File: src/rtl/serializer_arbiter.sv
// ---------------------------------------------------------------------------
// serializer_arbiter
//
// Round-robin scheduler sharing one parallel-to-serial serializer among four
// byte-stream lanes. Time is divided into 8-cycle byte slots; at the last
// edge of each slot (the decision edge) one requesting lane is picked and its
// byte is presented on DATA_OUT for the whole next slot.
//
// Optional feature macro: ARB_SKIP_EN
//   When defined, every SKP_PERIOD-th slot is a skip slot carrying SKP_SYM
//   with Valid=1; no lane is granted in that slot.
//
// Parameters
//   IDLE_SYM    byte driven when no lane is granted
//   SKP_SYM     byte driven in skip slots (ARB_SKIP_EN only)
//   SKP_PERIOD  slots per skip interval, 2..16 (ARB_SKIP_EN only)
//
// Ports
//   CLK       in   bit clock
//   RESET     in   synchronous active-low reset
//   REQ       in   per-lane request, held until the lane sees its GNT
//   DATA_REQ  in   lane k byte in bits [8k+7:8k]
//   GNT       out  one-hot, one-cycle pulse: lane byte taken
//   DATA_OUT  out  byte to the serializer, constant for a whole slot
//   Valid     out  slot carries a lane byte (or skip symbol)
//   LOAD      out  one-cycle strobe on the first cycle of every slot
// ---------------------------------------------------------------------------
module serializer_arbiter #(
    parameter logic [7:0]  IDLE_SYM   = 8'hBC,
    parameter logic [7:0]  SKP_SYM    = 8'h1C,
    parameter int unsigned SKP_PERIOD = 16
) (
    input  logic        CLK,
    input  logic        RESET,
    input  logic [3:0]  REQ,
    input  logic [31:0] DATA_REQ,
    output logic [3:0]  GNT,
    output logic [7:0]  DATA_OUT,
    output logic        Valid,
    output logic        LOAD
);

    logic [2:0] slot_cnt_q, slot_cnt_d;
    logic [1:0] ptr_q, ptr_d;
    logic [7:0] data_q, data_d;
    logic       valid_q, valid_d;
    logic [3:0] gnt_q, gnt_d;
    logic       load_q, load_d;

    logic       found;
    logic [1:0] win_idx;
    logic [1:0] cand;
    logic       skip_slot;

`ifdef ARB_SKIP_EN
    localparam logic [3:0] SKP_LAST = 4'(SKP_PERIOD - 1);

    logic [3:0] skp_cnt_q, skp_cnt_d;

    assign skip_slot = (skp_cnt_q == SKP_LAST);
`else
    // Skip parameters have no effect in this build.
    logic unused_skip_cfg;
    assign unused_skip_cfg = ^{SKP_SYM, SKP_PERIOD[4:0]};
    assign skip_slot       = 1'b0;
`endif

    // Search starts one past the last winner; i==4 wraps back onto ptr
    // itself so a lone requester can be granted back-to-back.
    always_comb begin
        found   = 1'b0;
        win_idx = ptr_q;
        cand    = ptr_q;
        for (int i = 1; i <= 4; i++) begin
            cand = ptr_q + 2'(i);
            if (!found && REQ[cand]) begin
                found   = 1'b1;
                win_idx = cand;
            end
        end
    end

    always_comb begin
        slot_cnt_d = slot_cnt_q + 3'd1;
        ptr_d      = ptr_q;
        data_d     = data_q;
        valid_d    = valid_q;
        gnt_d      = 4'b0000;
        load_d     = 1'b0;
`ifdef ARB_SKIP_EN
        skp_cnt_d  = skp_cnt_q;
`endif
        if (slot_cnt_q == 3'd7) begin
            load_d = 1'b1;
`ifdef ARB_SKIP_EN
            skp_cnt_d = skip_slot ? 4'd0 : skp_cnt_q + 4'd1;
`endif
            if (skip_slot) begin
                // REQ is ignored here; pending lanes keep their place.
                data_d  = SKP_SYM;
                valid_d = 1'b1;
            end else if (found) begin
                ptr_d   = win_idx;
                data_d  = DATA_REQ[{win_idx, 3'b000} +: 8];
                valid_d = 1'b1;
                gnt_d   = 4'b0001 << win_idx;
            end else begin
                data_d  = IDLE_SYM;
                valid_d = 1'b0;
            end
        end
    end

    // ptr resets to 3 so lane 0 is searched first.
    always_ff @(posedge CLK) begin
        if (!RESET) begin
            slot_cnt_q <= 3'd0;
            ptr_q      <= 2'd3;
            data_q     <= IDLE_SYM;
            valid_q    <= 1'b0;
            gnt_q      <= 4'b0000;
            load_q     <= 1'b0;
`ifdef ARB_SKIP_EN
            skp_cnt_q  <= 4'd0;
`endif
        end else begin
            slot_cnt_q <= slot_cnt_d;
            ptr_q      <= ptr_d;
            data_q     <= data_d;
            valid_q    <= valid_d;
            gnt_q      <= gnt_d;
            load_q     <= load_d;
`ifdef ARB_SKIP_EN
            skp_cnt_q  <= skp_cnt_d;
`endif
        end
    end

    assign GNT      = gnt_q;
    assign DATA_OUT = data_q;
    assign Valid    = valid_q;
    assign LOAD     = load_q;

endmodule

File: config.mk
export PLATFORM = sky130hd
export DESIGN_NAME = serializer_arbiter
export DESIGN_NICKNAME = d
export VERILOG_FILES = /design/src/rtl/serializer_arbiter.sv
export SDC_FILE = /design/constraint.sdc
export NUM_CORES = 1
export LEC_CHECK = 0
export ABC_AREA = 1
export CORE_ASPECT_RATIO = 1.4
export CORE_MARGIN = 2
export CORE_UTILIZATION = 40
export DETAILED_ROUTE_END_ITERATION = 8
export MAX_ROUTING_LAYER = met4
export PLACE_DENSITY_LB_ADDON = 0.12
export SYNTH_ARGS = -nofsm -noshare
export SYNTH_HDL_FRONTEND = slang
export SYNTH_SLANG_ARGS = --single-unit
File: constraint.sdc
create_clock -name CLK -period 3.9 [get_ports CLK]
set_input_delay 0.39 -clock CLK [delete_from_list [all_inputs] [get_ports CLK]]
set_output_delay 0.39 -clock CLK [all_outputs]
set_load 0.005 [all_outputs]
**Word level (Yosys, flattened, before mapping)**

Index checks and enable logic that the tools add are counted.

- Flip-flop bits (word level): 19
- Output and inout port bits: 14

- Add/sub/neg operators: 4
- $lt $le $gt $ge: 4
- Equal/unequal tests: 1
- Shifts and indexed selects: 2
- Mux-type cells: 19
- Reductions and logical operators: 8

Operators by type and width:

| kind | count |
|---|---|
| indexed part select 32 x 6 -> 8 bit | 1 |
| less-than comparator 2 x 3 -> 1 bit (second input constant) | 4 |
| 2-to-1 mux 1 bit | 10 |
| binary-select mux 1 bit (select 2 bit) | 4 |
| 2-to-1 mux 2 bit | 4 |
| 2-to-1 mux 8 bit | 1 |
| adder 2 bit (second input constant) | 2 |
| << shifter 1 x 2 -> 4 bit (first input constant) | 1 |
| adder 3 x 1 -> 3 bit (second input constant) | 1 |
| equality test 3 bit (second input constant) | 1 |
| logical AND 1 bit | 3 |
| logical NOT 1 bit | 3 |
| AND reduction 3 bit | 1 |
| adder 2 x 1 -> 2 bit (second input constant) | 1 |
| AND reduction 2 bit | 1 |

**Depth between registers and ports, before layout**

Gate-level depths: netlist of the first run.

- Depth in word-level cells: 15
- Mapped depth: 16

**Worst setup path before layout of the first run**

Ideal clock, no wire load.

- Path kind: register to register
- From: reg ptr_q[1]
- To: reg data_q[5], in the netlist DATA_OUT[5]
- Setup time: 109 ps
- Arrival: 1428 ps
- Required time: 3791 ps
- Setup slack: 2364 ps
- Stages on the path, launching flop included: 17
- Buffers on the path: 1
- Period minus slack after synthesis: 1536 ps
- Cells stage by stage: dfxtp_1 -> inv_2 -> nand2_2 -> nand2_4 -> nand2_4 -> nand2_4 -> inv_4 -> nand2_2 -> nand2_4 -> nand2_4 -> buf_6 -> nand2_2 -> nand2_1 -> nand2_1 -> nand3_1 -> nand2_1 -> inv_1

- Cells in the longest elaborated chain, start to end: 15
- Elaborated cells on any way between the ends: 27
- Those cells by class: 3 x add/sub; 1 x shift; 17 x mux; 6 x reduce/logical

RTL lines:

| item | RTL line | text |
|---|---|---|
| start, declared | 44 | `logic [1:0] ptr_q, ptr_d;` |
| start signal, assigned | 128 | `ptr_q <= ptr_d;` |
| adder 2 x 1 -> 2 bit | 75 | `cand = ptr_q + 2'(i);` |
| binary-select mux 1 bit (select 2 bit) | 76 | `if (!found && REQ[cand]) begin` |
| 2-to-1 mux 1 bit (not written as such) | 76 |  |
| 2-to-1 mux 1 bit | 76 |  |
| logical NOT 1 bit | 76 |  |
| logical AND 1 bit | 76 |  |
| 2-to-1 mux 1 bit | 76 |  |
| logical NOT 1 bit | 76 |  |
| logical AND 1 bit | 76 |  |
| 2-to-1 mux 1 bit | 76 |  |
| logical NOT 1 bit | 76 |  |
| logical AND 1 bit | 76 |  |
| 2-to-1 mux 2 bit | 76 |  |
| indexed part select 32 x 6 -> 8 bit | 104 | `data_d = DATA_REQ[{win_idx, 3'b000} +: 8];` |
| 2-to-1 mux 8 bit (*) | 102 | `end else if (found) begin` |
| end signal, assigned | 129 | `data_q <= data_d;` |
| end, declared | 45 | `logic [7:0] data_q, data_d;` |

Mark *: on every way between the ends. The rest lies on a longest branch, timed or not. The select of a mux whose other input is x is not followed.
A chain may end at the register's enable or synchronous reset.

**Final worst setup path of the first run**

- From: reg ptr_q[0]
- To: reg data_q[0], in the netlist DATA_OUT[0]

The elaborated chain is that of the path after synthesis.

==> results of run 1 <==
## state kept, by name, indices dropped and copies added, names as in the netlist
| register | flops |
|---|---|
| GNT | 4 |
| slot_cnt_q | 3 |
| ptr_q | 2 |
| DATA_OUT | 8 |
| LOAD | 1 |
| Valid | 1 |
## metal layers
metal | GRT usage (%) | vias up | share of wire, %
met4 | 5.13 | 0 | 0.39
met2 | 33.3 | 36 | 51
li1 | - | 747 | -
met3 | 1.85 | 2 | 3.8
met1 | 23.5 | 612 | 45
met5 | - | - | 0
## report_power, final
part           switching (uW)  internal [uW]
combinational            57.7           59.2
clock                    74.0           72.2
sequential               1.59            197
total                     133            328
## per-stage QoR
step | instances | hold WS, ps | cell area (sq um) | power (uW) | setup slack, ps
after floorplan | 210 | 399 | 1330 | 272 | 2360
after global placement | 296 | 415 | 1850 | 320 | 1760
after detailed placement | 296 | 422 | 1850 | 320 | 1720
after CTS | 300 | 434 | 1900 | 464 | 1760
after global routing | 300 | 458 | 1900 | 484 | 1540
final | 300 | 427 | 1900 | 462 | 1760
## how the worst min path moves through the flow
stage	to	cells after the start
CTS	slot_cnt_q[0]$_SDFF_PN0_	1
global placement	slot_cnt_q[0]$_SDFF_PN0_	1
floorplan	slot_cnt_q[0]$_SDFF_PN0_	1
global route	slot_cnt_q[0]$_SDFF_PN0_	1
detailed placement	slot_cnt_q[0]$_SDFF_PN0_	1
finish	slot_cnt_q[0]$_SDFF_PN0_	1
## worst reg2reg max path, stage by stage (launching register included)
cell,delay [ps]
sky130_fd_sc_hd__dfxtp_1,640
sky130_fd_sc_hd__inv_2,210
sky130_fd_sc_hd__nand2_1,120
sky130_fd_sc_hd__nand2_2,100
sky130_fd_sc_hd__nand2_1,100
sky130_fd_sc_hd__nand2_2,100
sky130_fd_sc_hd__nand2_4,90
sky130_fd_sc_hd__nand3_4,130
sky130_fd_sc_hd__nand2_4,220
sky130_fd_sc_hd__inv_2,110
sky130_fd_sc_hd__nand2_1,70
sky130_fd_sc_hd__nand2_1,50
sky130_fd_sc_hd__nand2_1,50
sky130_fd_sc_hd__nand3_1,70
## cell families after synthesis
| group | synth area share [%] |
|---|---|
| flip-flops | 28.7 |
| buffers and inverters | 12.2 |
| adder cells (fa/ha/maj) | 1.89 |
| AO/OA/AOI/OAI | 2.92 |
| AND/OR/NAND/NOR | 54.3 |
## cell usage in the layout (no fill, tap or decap)
master / count
sky130_fd_sc_hd__nand2_1: 71
sky130_fd_sc_hd__clkdlybuf4s50_1: 51
sky130_fd_sc_hd__nand3_1: 37
sky130_fd_sc_hd__inv_1: 26
sky130_fd_sc_hd__dfxtp_1: 19
sky130_fd_sc_hd__nand2_2: 13
sky130_fd_sc_hd__nor2_1: 7
sky130_fd_sc_hd__nand2_4: 7
sky130_fd_sc_hd__inv_2: 6
sky130_fd_sc_hd__or2_2: 5
sky130_fd_sc_hd__o21ai_0: 4
sky130_fd_sc_hd__clkbuf_8: 3
sky130_fd_sc_hd__a21oi_1: 2
sky130_fd_sc_hd__nor2_2: 2
sky130_fd_sc_hd__ha_1: 2
sky130_fd_sc_hd__o2111ai_1: 1
sky130_fd_sc_hd__inv_4: 1
sky130_fd_sc_hd__nand3_2: 1
sky130_fd_sc_hd__nand3_4: 1
sky130_fd_sc_hd__nor2_4: 1
sky130_fd_sc_hd__clkinvlp_4: 1
## final cells by class
class                   count  share of cell area [%]
clock inverters             1                   0.395
clock buffers               3                    2.17
flip-flops and latches     19                    20.0
inverters                  33                    6.65
repair buffers             51                    26.9
well taps                  39                    2.57
multi-input cells         154                    41.3
==> results.md, run 1 <==
- Cell Rows: 24
- Chip height: 72.1 um
- Area taken by multi-input logic gates: 785 sq um
- Antenna cell count: 0
- EDFF count, synth: 0
- Starting DRT DRC Count: 33
- Number of antenna violations at the first check in global routing: 0
- Aggregate global-route resource usage: 19.3%
- Cell at the slowest stage of the critical path: sky130_fd_sc_hd__dfxtp_1
- Most common cell type on the critical path: sky130_fd_sc_hd__nand2_1
- Post-synthesis async set-or-reset flop share: 0%
- Count of boundary I/O pins: between 50 and 60
- Category of the worst setup path capture point: register
- Clk pin slew, worst setup/hold paths: 80 ps
- HPWL after detailed placement: 2.49 mm
- CTS H-tree depth: 1
- Max frequency: between 400 and 500 MHz
- Cell area after synthesis: 0.00133 sq mm
- Number of buffers added by the clock tree synthesis step: 3
- Dominant synthesized flop cell: sky130_fd_sc_hd__dfxtp_1
- Later-pin clock latency in the skew report: 260 ps
- Via density: 4.66
- Share of the yosys chip area belonging to registers: 28.7%
- Horizontal die dimension: 52.7 um
- Area of the die: ~0.0038 sq mm
- Final critical-path share of the clock period: 54.9%
- Worst EP required: 4060 ps
- Tmin final: 2140 ps
- End of the worst register-to-register path: DATA_OUT[0]$_SDFFE_PN0N_
- Number of instances resized during post-cts repair: 0
- Data arrival at the endpoint of the critical path: 2300 ps
- Critical path launch point: ptr_q[0]$_SDFFE_PN1P_
- Number of iterations in the first detailed-routing pass: 4
- Count of buffering cells on the critical path with inverters included: 2
- Ratio of cells with drive above 1 in the final layout: 15.7%
- Setup TNS: 0 ps
- Register bit count reported by yosys: 19
- Via count: 1,397
- Max-slew violation total from the final report: 0
- Sequential cell area: 380 sq um
- Port Buffers: 51
- Measured slew at the worst slew-check pin: between 500 and 600 ps
- Critical hold path startpoint: slot_cnt_q[0]$_SDFF_PN0_
- Max-cap check violation count: 0
- Drt wl/cell: roughly 10 um
- Setup slack of the worst register-to-register path: 1760 ps
- Number of DRC violations after detailed routing: 0
- CTS tree: yes
- Net count, final: 302
- Area added between synthesis and finish: 43.2%
- Fin util: 60.2%
- Overall overflow remaining after global route: 0
- Hold Crit Class: register to register
- Residual antenna-violating net count after detailed routing: 0
- Largest stage delay on the critical path: between 600 and 700 ps
- Capturing element of the worst setup path: DATA_OUT[0]$_SDFFE_PN0N_
- Total wire length after detailed routing: about 3.1 mm
- Synth top area share: 28.7%
- Number of setup violations in the final report: 0
- Library cell used as clock root buffer: sky130_fd_sc_hd__clkbuf_8
- Synth area leaders: sky130_fd_sc_hd__dfxtp_1 29%, sky130_fd_sc_hd__nand2_1 20%, sky130_fd_sc_hd__nand3_1 14%
- Most numerous cell in the Yosys netlist: sky130_fd_sc_hd__nand2_1
- WS Path Type: register to register
- Clock tree skew after final layout: roughly 1.1 ps
- Top cell family by delay on the critical path: simple AND/OR/NAND/NOR gates
- Setup repair after global routing missed its margin: false
- # Post-CTS Setup Buffers: 0
- Number of failing hold endpoints at the final stage: 0
- Register-to-Register Path Depth: 13
- Cell area power density: 243 mW/mm^2
- Run status: complete, no violations
- Starting Density: a little over two fifths
- Remaining max-slew budget at the tightest pin: roughly 67%
- Kind of launch point of the worst setup path: register
- Cell type contributing the most total cell area after synthesis: sky130_fd_sc_hd__dfxtp_1
- Buffer depth of the longest clock path: 2
- P_leak: between 0.0009 and 0.001 uW
- Path length in cells of the critical path: 13
- Yosys cell types: 21
- Maximum ir drop on the vdd rail: 202 uV
- Final-layout fill cell count: 315
- Mapped Nets: 250
- Average instance area after synthesis: 6.32 sq um
- Placeable Area: between 0.003 and 0.004 sq mm
- Count of yosys warnings during synthesis: 0
- Number of clock sinks: 19
- Startpoint of the worst register-to-register path: ptr_q[0]$_SDFFE_PN1P_
- Routability congestion estimate: 0.870
- Hold-fix buffers at CTS: 0
- Commonest cells post-synth: 71 x sky130_fd_sc_hd__nand2_1, 37 x sky130_fd_sc_hd__nand3_1, 26 x sky130_fd_sc_hd__inv_1
- Post-Synthesis Cells: 210
- Global-route wire length before repair: 5.62 mm
- Largest fanout on the critical path: 14
- Critical path, cell by cell: inv_2, nand2_1, nand2_2, nand2_1, nand2_2, nand2_4, nand3_4, nand2_4, inv_2, nand2_1, nand2_1, nand2_1, nand3_1
- Number of global-route vias before repair: 1,414
- Maximum number of pins on one net before global-route repair: 15
Note: power is estimated with default switching activity, not from simulation.
==> run 2: changes to the inputs <==
Clock period 3.9 ns to 2 ns, I/O delays scaled along.
==> run 2 against run 1 <==
Net effect: fmax is 22% higher; first-iteration DRC count is 21% lower; utilization grew 0.91 points; hold slack gained 22 ps; critical endpoint unchanged; largest cell class unchanged; largest power group unchanged.
==> results.md, run 2 (synthesized netlist as in run 1, its figures left out) <==
- Run status: complete, no violations (unchanged)
- Residual antenna-violating net count after detailed routing: 0 (unchanged)
- Number of DRC violations after detailed routing: 0 (unchanged)
- Global-route wire length before repair: 5.19 mm (was 5.62 mm)
- CTS H-tree depth: 1 (unchanged)
- Aggregate global-route resource usage: 18.1% (was 19.3%)
- Most common cell type on the critical path: sky130_fd_sc_hd__nand2_1 (unchanged)
- Critical path launch point: ptr_q[0]$_SDFFE_PN1P_ (unchanged)
- Number of setup violations in the final report: 0 (unchanged)
- Setup repair after global routing missed its margin: false (unchanged)
- Startpoint of the worst register-to-register path: ptr_q[0]$_SDFFE_PN1P_ (unchanged)
- Largest stage delay on the critical path: 350 ps (was 640 ps)
- Maximum number of pins on one net before global-route repair: 15 (unchanged)
- Tmin final: 1760 ps (was 2140 ps)
- Net count, final: 304 (was 302)
- Placeable Area: 0.00315 sq mm (unchanged)
- Ratio of cells with drive above 1 in the final layout: 16.7% (was 15.7%)
- Via density: 4.55 (was 4.66)
- Max frequency: 567 MHz (was 467 MHz)
- Measured slew at the worst slew-check pin: 248 ps (was 501 ps)
- Max-slew violation total from the final report: 0 (unchanged)
- Largest fanout on the critical path: 14 (unchanged)
- Clk pin slew, worst setup/hold paths: 80 ps (about the same)
- Data arrival at the endpoint of the critical path: 1910 ps (was 2300 ps)
- Maximum ir drop on the vdd rail: 418 uV (was 202 uV)
- Chip height: 72.1 um (unchanged)
- Antenna cell count: 0 (unchanged)
- Count of boundary I/O pins: 52 (unchanged)
- Number of clock sinks: 19 (unchanged)
- Starting Density: 42.1% (unchanged)
- Later-pin clock latency in the skew report: 260 ps (about the same)
- Library cell used as clock root buffer: sky130_fd_sc_hd__clkbuf_8 (unchanged)
- Buffer depth of the longest clock path: 2 (unchanged)
- Cell depth of the worst min-delay path: 1 (unchanged)
- Final critical-path share of the clock period: 88.1% (was 54.9%)
- Commonest cells after routing, fill and taps aside: 71 x sky130_fd_sc_hd__nand2_1, 51 x sky130_fd_sc_hd__clkdlybuf4s50_1, 37 x sky130_fd_sc_hd__nand3_1, 26 x sky130_fd_sc_hd__inv_1, 18 x sky130_fd_sc_hd__dfxtp_1 (was 71 x sky130_fd_sc_hd__nand2_1, 51 x sky130_fd_sc_hd__clkdlybuf4s50_1, 37 x sky130_fd_sc_hd__nand3_1, 26 x sky130_fd_sc_hd__inv_1, 19 x sky130_fd_sc_hd__dfxtp_1)
- Worst EP required: 2150 ps (was 4060 ps)
- Number of iterations in the first detailed-routing pass: 4 (unchanged)
- P_leak: 0.000960 uW (was 0.000948 uW)
- Via count: 1,374 (was 1,397)
- Number of buffers added by the clock tree synthesis step: 3 (unchanged)
- Number of global-route vias before repair: 1,261 (was 1,414)
- Critical path, cell by cell: inv_2, nand2_1, nand2_2, nand2_1, nand2_2, nand2_4, nand2_2, nand2_4, nand2_8, inv_2, nand2_1, nand2_1, nand2_1, nand3_1 (was inv_2, nand2_1, nand2_2, nand2_1, nand2_2, nand2_4, nand3_4, nand2_4, inv_2, nand2_1, nand2_1, nand2_1, nand3_1)
- WS Path Type: register to register (unchanged)
- Total wire length after detailed routing: 3.10 mm (about the same)
- Hold Crit Class: register to register (unchanged)
- Number of antenna violations at the first check in global routing: 0 (unchanged)
- Overall overflow remaining after global route: 0 (unchanged)
- Remaining max-slew budget at the tightest pin: 83.4% (was 66.6%)
- Port Buffers: 51 (unchanged)
- Area of the die: 0.00380 sq mm (unchanged)
- Hold Path End: slot_cnt_q[0]$_SDFF_PN0_ (unchanged)
- CTS tree: yes (unchanged)
- Critical hold path startpoint: slot_cnt_q[0]$_SDFF_PN0_ (unchanged)
- End of the worst register-to-register path: DATA_OUT[0]$_SDFFE_PN0N_ (unchanged)
- Starting DRT DRC Count: 26 (was 33)
- Clock tree skew after final layout: 3.40 ps (was 1.09 ps)
- Drt wl/cell: 10.3 um (about the same)
- Max-cap check violation count: 0 (unchanged)
- Area added between synthesis and finish: 45.4% (was 43.2%)
- Cell area power density: 465 mW/mm^2 (was 243 mW/mm^2)
- Kind of launch point of the worst setup path: register (unchanged)
- Horizontal die dimension: 52.7 um (unchanged)
- Routability congestion estimate: 0.798 (was 0.870)
- Register-to-Register Path Depth: 14 (was 13)
- Number of failing hold endpoints at the final stage: 0 (unchanged)
- HPWL after detailed placement: 2.52 mm (was 2.49 mm)
- Cell Rows: 24 (unchanged)
- Setup TNS: 0 ps (unchanged)
- Category of the worst setup path capture point: register (unchanged)
- Cell at the slowest stage of the critical path: sky130_fd_sc_hd__dfxtp_1 (unchanged)
- Setup slack of the worst register-to-register path: 240 ps (was 1760 ps)
- Power after layout: 896 uW (was 462 uW)
- Max FFs per register: 8 (unchanged)
- Most frequent standard cell in the layout excluding fill and tap cells: sky130_fd_sc_hd__nand2_1 (unchanged)
[run 2: cell type report]
class                      count  area, sq um
inverter                      33          126
multi-input combinational    154          793
tap                           39         48.8
clock buffer                   3         41.3
fill                         318         1220
timing repair buffer          53          529
clock inverter                 1         7.51
sequential                    19          382
[run 2: metrics by stage]
step	setup slack [ps]	cell area, sq um	utilization (%)	hold slack, ps	std cells
finish	238	1930	61.2	449	302
global route	26.2	1930	61.2	484	302
CTS	164	1910	60.7	452	302
detailed placement	25.6	1870	59.2	441	298
global placement	46.0	1870	59.2	418	298
floorplan	464	1330	-	293	210
[run 2: critical path: cells and delay by family (launching register included)]
family | cells | cell delay, ps
simple gates | 12 | 1030
flops | 1 | 350
buf+inv | 2 | 270
[run 2: worst max-delay path by stage]
| stage | end | cells past startpoint | slack, ps |
|---|---|---|---|
| 6_report | DATA_OUT[0]$_SDFFE_PN0N_ | 14 | 240 |
| 5_1_grt | DATA_OUT[6]$_SDFFE_PN0N_ | 14 | 30 |
| 4_1_cts | DATA_OUT[0]$_SDFFE_PN0N_ | 14 | 160 |
| 3_5_place_dp | DATA_OUT[0]$_SDFFE_PN0N_ | 14 | 30 |
| 3_3_place_gp | DATA_OUT[0]$_SDFFE_PN0N_ | 14 | 50 |
| 2_1_floorplan | DATA_OUT[5]$_SDFFE_PN1N_ | 16 | 460 |
[run 2: timing repair]
action / 4_1_cts / 5_1_grt
hold buffers: 0 / 0
endpoints found under the setup margin: 0 / 4
buffers inserted: 0 / 0
gates resized for setup: 0 / 3
[run 2: per-layer routing]
metal / part of all wire, % / global-route usage (%)
met4: 1.1 / 5.13
met1: 44 / 19.9
met2: 51 / 32.9
met3: 4.6 / 2.67
met5: 0 / -
[run 2: report_power, final]
group | total, uW | internal (uW) | leakage, uW | switching [uW]
Combinational | 232 | 119 | 0.000785 | 113
Sequential | 387 | 384 | 0.000153 | 2.95
Clock | 277 | 140 | 0.0000217 | 137
Total | 896 | 643 | 0.000960 | 253
